**config.mk**
```make
export PLATFORM = sky130hd
export DESIGN_NAME = irq_nest_controller
export DESIGN_NICKNAME = d
export VERILOG_FILES = /design/src/rtl/irq_nest_controller.sv
export SDC_FILE = /design/constraint.sdc
export NUM_CORES = 1
export LEC_CHECK = 0
export BUFFER_PORTS_ARGS = -buffer_cell sky130_fd_sc_hd__clkbuf_2
export CORE_AREA = 3 3 107 109
export DETAILED_ROUTE_END_ITERATION = 8
export DIE_AREA = 0 0 110 112
export GPL_ROUTABILITY_DRIVEN = 0
export PLACE_DENSITY = 0.74
export SKIP_LAST_GASP = 1
export SYNTH_ARGS = -nofsm -noshare
export SYNTH_HDL_FRONTEND = slang
export SYNTH_SLANG_ARGS = --single-unit
```
**constraint.sdc**
```tcl
create_clock -name CLK -period 4.75 [get_ports CLK]
set_input_delay 0.475 -clock CLK [delete_from_list [all_inputs] [get_ports CLK]]
set_output_delay 0.475 -clock CLK [all_outputs]
set_load 0.05 [all_outputs]
```
**src/rtl/irq_nest_controller.sv**
```systemverilog
// Nested vectored interrupt controller for the single-cycle RISC-V core.
// Latches rising edges on three request lines and picks the highest-priority
// pending one. If it outranks the running handler, the PC is redirected to
// that handler's vector and the return PC is pushed on a 3-entry stack.
// uret pops the stack and redirects the PC to the saved return address.
//
// state    | meaning
// ---------+--------------------------------------------------------------
// ST_RUN   | normal execution; an interrupt may be accepted or uret popped
// ST_GUARD | one cycle after a redirect; lets the first target instr commit
module irq_nest_controller #(
  parameter logic [31:0] VEC0  = 32'h0000_1000,
  parameter logic [31:0] VEC1  = 32'h0000_1100,
  parameter logic [31:0] VEC2  = 32'h0000_1200,
  parameter int          DEPTH = 3
) (
  input  logic        CLK,
  input  logic        RST,
  input  logic [2:0]  irq_req,
  input  logic [31:0] pc_next,
  input  logic        uret,
  input  logic        halt,
  input  logic        ie_set,
  input  logic        ie_clr,
  output logic        int_redirect,
  output logic [31:0] int_target,
  output logic [2:0]  pending,
  output logic [1:0]  cur_level,
  output logic [1:0]  depth,
  output logic        ie,
  output logic        uret_err
);

  typedef enum logic {
    ST_RUN   = 1'b0,
    ST_GUARD = 1'b1
  } state_t;

  state_t      state;
  state_t      state_nxt;

  logic [2:0]  irq_prev;
  logic [2:0]  rise;
  logic [2:0]  clr_mask;

  logic [31:0] stk_pc  [DEPTH];
  logic [1:0]  stk_lvl [DEPTH];
  logic [31:0] top_pc;
  logic [1:0]  top_lvl;

  logic        have_req;
  logic [1:0]  win_idx;
  logic [1:0]  win_lvl;
  logic [31:0] win_vec;

  logic        accept;
  logic        pop;

  assign rise    = irq_req & ~irq_prev;
  assign win_lvl = win_idx + 2'd1;

  // Fixed-priority pick of the highest pending request and its vector.
  always_comb begin
    have_req = 1'b0;
    win_idx  = 2'd0;
    win_vec  = VEC0;
    if (pending[2]) begin
      have_req = 1'b1;
      win_idx  = 2'd2;
      win_vec  = VEC2;
    end else if (pending[1]) begin
      have_req = 1'b1;
      win_idx  = 2'd1;
      win_vec  = VEC1;
    end else if (pending[0]) begin
      have_req = 1'b1;
      win_idx  = 2'd0;
      win_vec  = VEC0;
    end
  end

  // Top-of-stack view; only meaningful while depth is non-zero.
  always_comb begin
    top_pc  = 32'h0;
    top_lvl = 2'd0;
    case (depth)
      2'd1: begin
        top_pc  = stk_pc[0];
        top_lvl = stk_lvl[0];
      end
      2'd2: begin
        top_pc  = stk_pc[1];
        top_lvl = stk_lvl[1];
      end
      2'd3: begin
        top_pc  = stk_pc[2];
        top_lvl = stk_lvl[2];
      end
      default: begin
        top_pc  = 32'h0;
        top_lvl = 2'd0;
      end
    endcase
  end

  // FSM state register.
  always_ff @(posedge CLK) begin
    if (RST) begin
      state <= ST_RUN;
    end else begin
      state <= state_nxt;
    end
  end

  // FSM next state and redirect decision; uret outranks a new interrupt.
  always_comb begin
    state_nxt    = state;
    accept       = 1'b0;
    pop          = 1'b0;
    uret_err     = 1'b0;
    int_redirect = 1'b0;
    int_target   = 32'h0;
    if (!RST) begin
      case (state)
        ST_RUN: begin
          if (uret) begin
            if (depth != 2'd0) begin
              pop          = 1'b1;
              int_redirect = 1'b1;
              int_target   = top_pc;
              state_nxt    = ST_GUARD;
            end else begin
              uret_err = 1'b1;
            end
          end else if (ie && !halt && have_req && (win_lvl > cur_level)) begin
            accept       = 1'b1;
            int_redirect = 1'b1;
            int_target   = win_vec;
            state_nxt    = ST_GUARD;
          end
        end
        ST_GUARD: begin
          state_nxt = ST_RUN;
        end
        default: begin
          state_nxt = ST_RUN;
        end
      endcase
    end
  end

  // Pending bit of the accepted request is cleared; a same-cycle rise is lost.
  always_comb begin
    clr_mask = 3'b000;
    if (accept) begin
      clr_mask = 3'b001 << win_idx;
    end
  end

  // Edge detect, pending latch and interrupt enable.
  always_ff @(posedge CLK) begin
    if (RST) begin
      irq_prev <= 3'b000;
      pending  <= 3'b000;
      ie       <= 1'b1;
    end else begin
      irq_prev <= irq_req;
      pending  <= (pending | rise) & ~clr_mask;
      if (ie_clr) begin
        ie <= 1'b0;
      end else if (ie_set) begin
        ie <= 1'b1;
      end
    end
  end

  // Return stack, occupancy and current handler level.
  always_ff @(posedge CLK) begin
    if (RST) begin
      cur_level <= 2'd0;
      depth     <= 2'd0;
      for (int i = 0; i < DEPTH; i++) begin
        stk_pc[i]  <= 32'h0;
        stk_lvl[i] <= 2'd0;
      end
    end else if (pop) begin
      cur_level <= top_lvl;
      depth     <= depth - 2'd1;
    end else if (accept) begin
      for (int i = 0; i < DEPTH; i++) begin
        if (depth == 2'(i)) begin
          stk_pc[i]  <= pc_next;
          stk_lvl[i] <= cur_level;
        end
      end
      cur_level <= win_lvl;
      depth     <= depth + 2'd1;
    end
  end

  // A push into a full stack is impossible by construction (depth 3 implies
  // level 3); flag it if it ever happens.
  push_when_full: assert property (@(posedge CLK) disable iff (RST)
    !(accept && (depth == 2'(DEPTH))));

endmodule

```
==> impl_metrics.json <==
{
  "status": "finished, final reports clean",
  "area_used_by_multi_input_combinational_logic_sq_um": 1140,
  "initial_core_util_pct": 42.6,
  "die_width_microns": 110,
  "timing.critical_path.arrival_ns": 2.97,
  "place.detailed.hpwl_microns": 5630,
  "port_buffers": 82,
  "synth_seq_cells": 114,
  "irDropWorstVdd_mv": 0.223,
  "ctsResizeCount": 0,
  "final.min_clock_period_ns": 3.44,
  "via_count": 2830,
  "core_area_sq_um": 10700,
  "power.density_cell_area_nw_per_um2": 452,
  "timing.final.crit_share_pct": 72.5,
  "seq_area_sq_um": 3300,
  "clk-insertion-delay-late_ns": 0.51,
  "top_level_ports": 83,
  "fillers": 905,
  "synth-seq-area-share_pct": 72.5,
  "yosys.cell_types.count": 35,
  "timing.clock.skew_ns": 0.0128,
  "min_path_type": "primary input to flip-flop",
  "cellLeakagePower_nw": 2.13,
  "post_route_cells_drive_above_1_share_pct": 32.1,
  "cts_tree": "done",
  "via_count_of_the_first_global_routing_pass": 3023,
  "detailed_route_iter0_violations": 313,
  "drt-pass1-iter-count": 5,
  "synth_warnings": 0,
  "worst-endpoint-required_ns": 4.28,
  "floorplan.die_area_sq_um": 12300,
  "setup_ws_ns": 1.31,
  "endpoint_kind": "output pin",
  "cts_setup_buffers": 0,
  "totalNegativeSetupSlack_ns": 0,
  "cts.clk_slew.worst_paths_ns": 0.05,
  "setup_viol": 0,
  "grt_pass1_wl_microns": 15600,
  "syn_to_final_growth_pct": 23.1,
  "clk_tree_root_cell": "clkbuf_8",
  "minimum_setup_slack_after_placement_ns": 1.83,
  "post_detailed_routing_wire_length_microns": 9740,
  "wl_per_cell_microns": 18.4,
  "gr-usage-all-layers_pct": 17.0,
  "grt_max_degree": 39,
  "synth_edf_count": 102,
  "worst-slew-pin-transition_ns": 0.854,
  "antenna_violating_nets_post_route": 0,
  "setup.worst_path.start_class": "flip-flop",
  "cap_viol_max_count": 0,
  "detail_route.vias_per_cell": 5.35,
  "row_count": 38,
  "cts_num_sinks": 114,
  "fmaxAchievable_mhz": 291,
  "path_class": "flip-flop to output pin",
  "die_h_microns": 112,
  "slew_violations": 0,
  "grt.overflow.total": 0,
  "syn-instance-count": 292,
  "synth_top_flop_cell": "edfxtp_1",
  "number_of_antenna_violations_at_the_first_check_in_global_routing": 0,
  "finalHoldViolations": 0,
  "synthesis.nets": 339,
  "cts_buffer_depth": 2,
  "htree_num_levels": 4,
  "antenna_diodes": 0,
  "cts_inserted_buffers": 17,
  "relSlewSlack_pct": 43.1,
  "drc": 0,
  "async_reset_ff_share_pct": 0,
  "netlist_area_sq_um": 4550,
  "avgSynthCellArea_sq_um": 15.6,
  "crit_fanout": 38,
  "design.final.nets": 425,
  "post-layout-total-power_mw": 2.53,
  "postCtsHoldBufs": 0,
  "grt_setup_unrepaired": "false"
}
[final cells by class]
class	instances	area share, %
multi-input cells	153	20.4
inverters	5	0.335
clock inverters	9	1.63
flip-flops and latches	114	58.9
repair buffers	87	7.99
clock buffers	21	7.65
well taps	140	3.12
[layer usage]
layer / routed length, microns / vias to the layer above / track usage [%]
met5: 0 / - / 0
met4: 183 / 0 / 7.56
met3: 633 / 17 / 4.93
met2: 4870 / 111 / 26.6
met1: 4060 / 1369 / 21.9
li1: - / 1333 / -
[placed cells by master, fill, tap and decap left out, types with 5 or more instances in the layout]
master     count
edfxtp_1     102
clkbuf_2      82
a222oi_1      34
and2_1        34
nor2_1        32
clkbuf_16     16
dfxtp_1       12
nor2b_1        7
o21ai_0        7
ha_1           6
inv_1          5
nand2_1        5
buf_4          5
[synthesized netlist by cell type, types with 2 or more instances]
cell,n,area share [%]
nor2_1,32,2.6
buf_2,3,0.33
nand2_1,5,0.41
o2bb2ai_1,3,0.58
ha_1,6,1.6
edfxtp_1,102,67
and2_1,34,4.7
o21ai_0,8,0.88
nand3_1,2,0.22
clkbuf_1,11,0.91
buf_6,4,0.99
a21o_1,2,0.33
dfxtp_1,12,5.3
a21oi_1,2,0.22
or2_4,2,0.38
nor2b_1,7,0.96
a222oi_1,34,7.5
buf_1,2,0.16
inv_1,5,0.41
[logic make-up after synthesis]
logic type	Yosys count	share of synthesized area, %
flops	114	72.5
simple gates	90	11.1
compound gates	56	11.7
buf+inv	25	2.80
fa+ha+maj	6	1.65
mux	1	0.220
[worst max-delay path, cell delays in order (launching register included)]
cell and delay (ns):
dfxtp_1 0.42, inv_1 0.10, ha_1 0.24, inv_1 0.20, nand3_2 0.70, o21ai_0 0.45
clkbuf_2 0.34
[state kept, by name (all words and copies together) (netlist names)]
signal and cells:
cur_level 2, depth 2, ie 1, irq_prev 3, pending 3, state 1, stk_lvl 6, stk_pc 96
[worst paths after layout]
check | slack, ns | from | end | cells past startpoint
setup / recovery | 1.31 | depth[0]$_SDFFE_PP0P_ | int_redirect | 6
hold / removal | 0.16 | ie_clr | ie$_SDFFE_PP1P_ | 2
setup reg to reg | 2.00 | pending[2]$_SDFF_PP0_ | stk_pc[0][88]$_DFFE_PP_ | 6
hold reg to reg | 0.50 | irq_prev[2]$_SDFF_PP0_ | pending[2]$_SDFF_PP0_ | 2
[power by group]
part           switching, mW  internal (mW)
sequential            0.0213           1.15
clock                  0.398          0.728
combinational          0.167         0.0697
total                  0.586           1.95
[metrics by stage]
step | utilization [%] | std cells | hold slack (ns) | area [sq um]
after detailed placement | 47.5 | 499 | 0.496 | 5090
final | 52.4 | 529 | 0.162 | 5610
after global placement | 47.5 | 499 | 0.493 | 5090
after floorplan | - | 292 | 0.472 | 4550
after CTS | 52.4 | 529 | 0.135 | 5610
after global routing | 52.4 | 529 | 0.158 | 5610
Note: power is estimated with default switching activity, not from simulation.
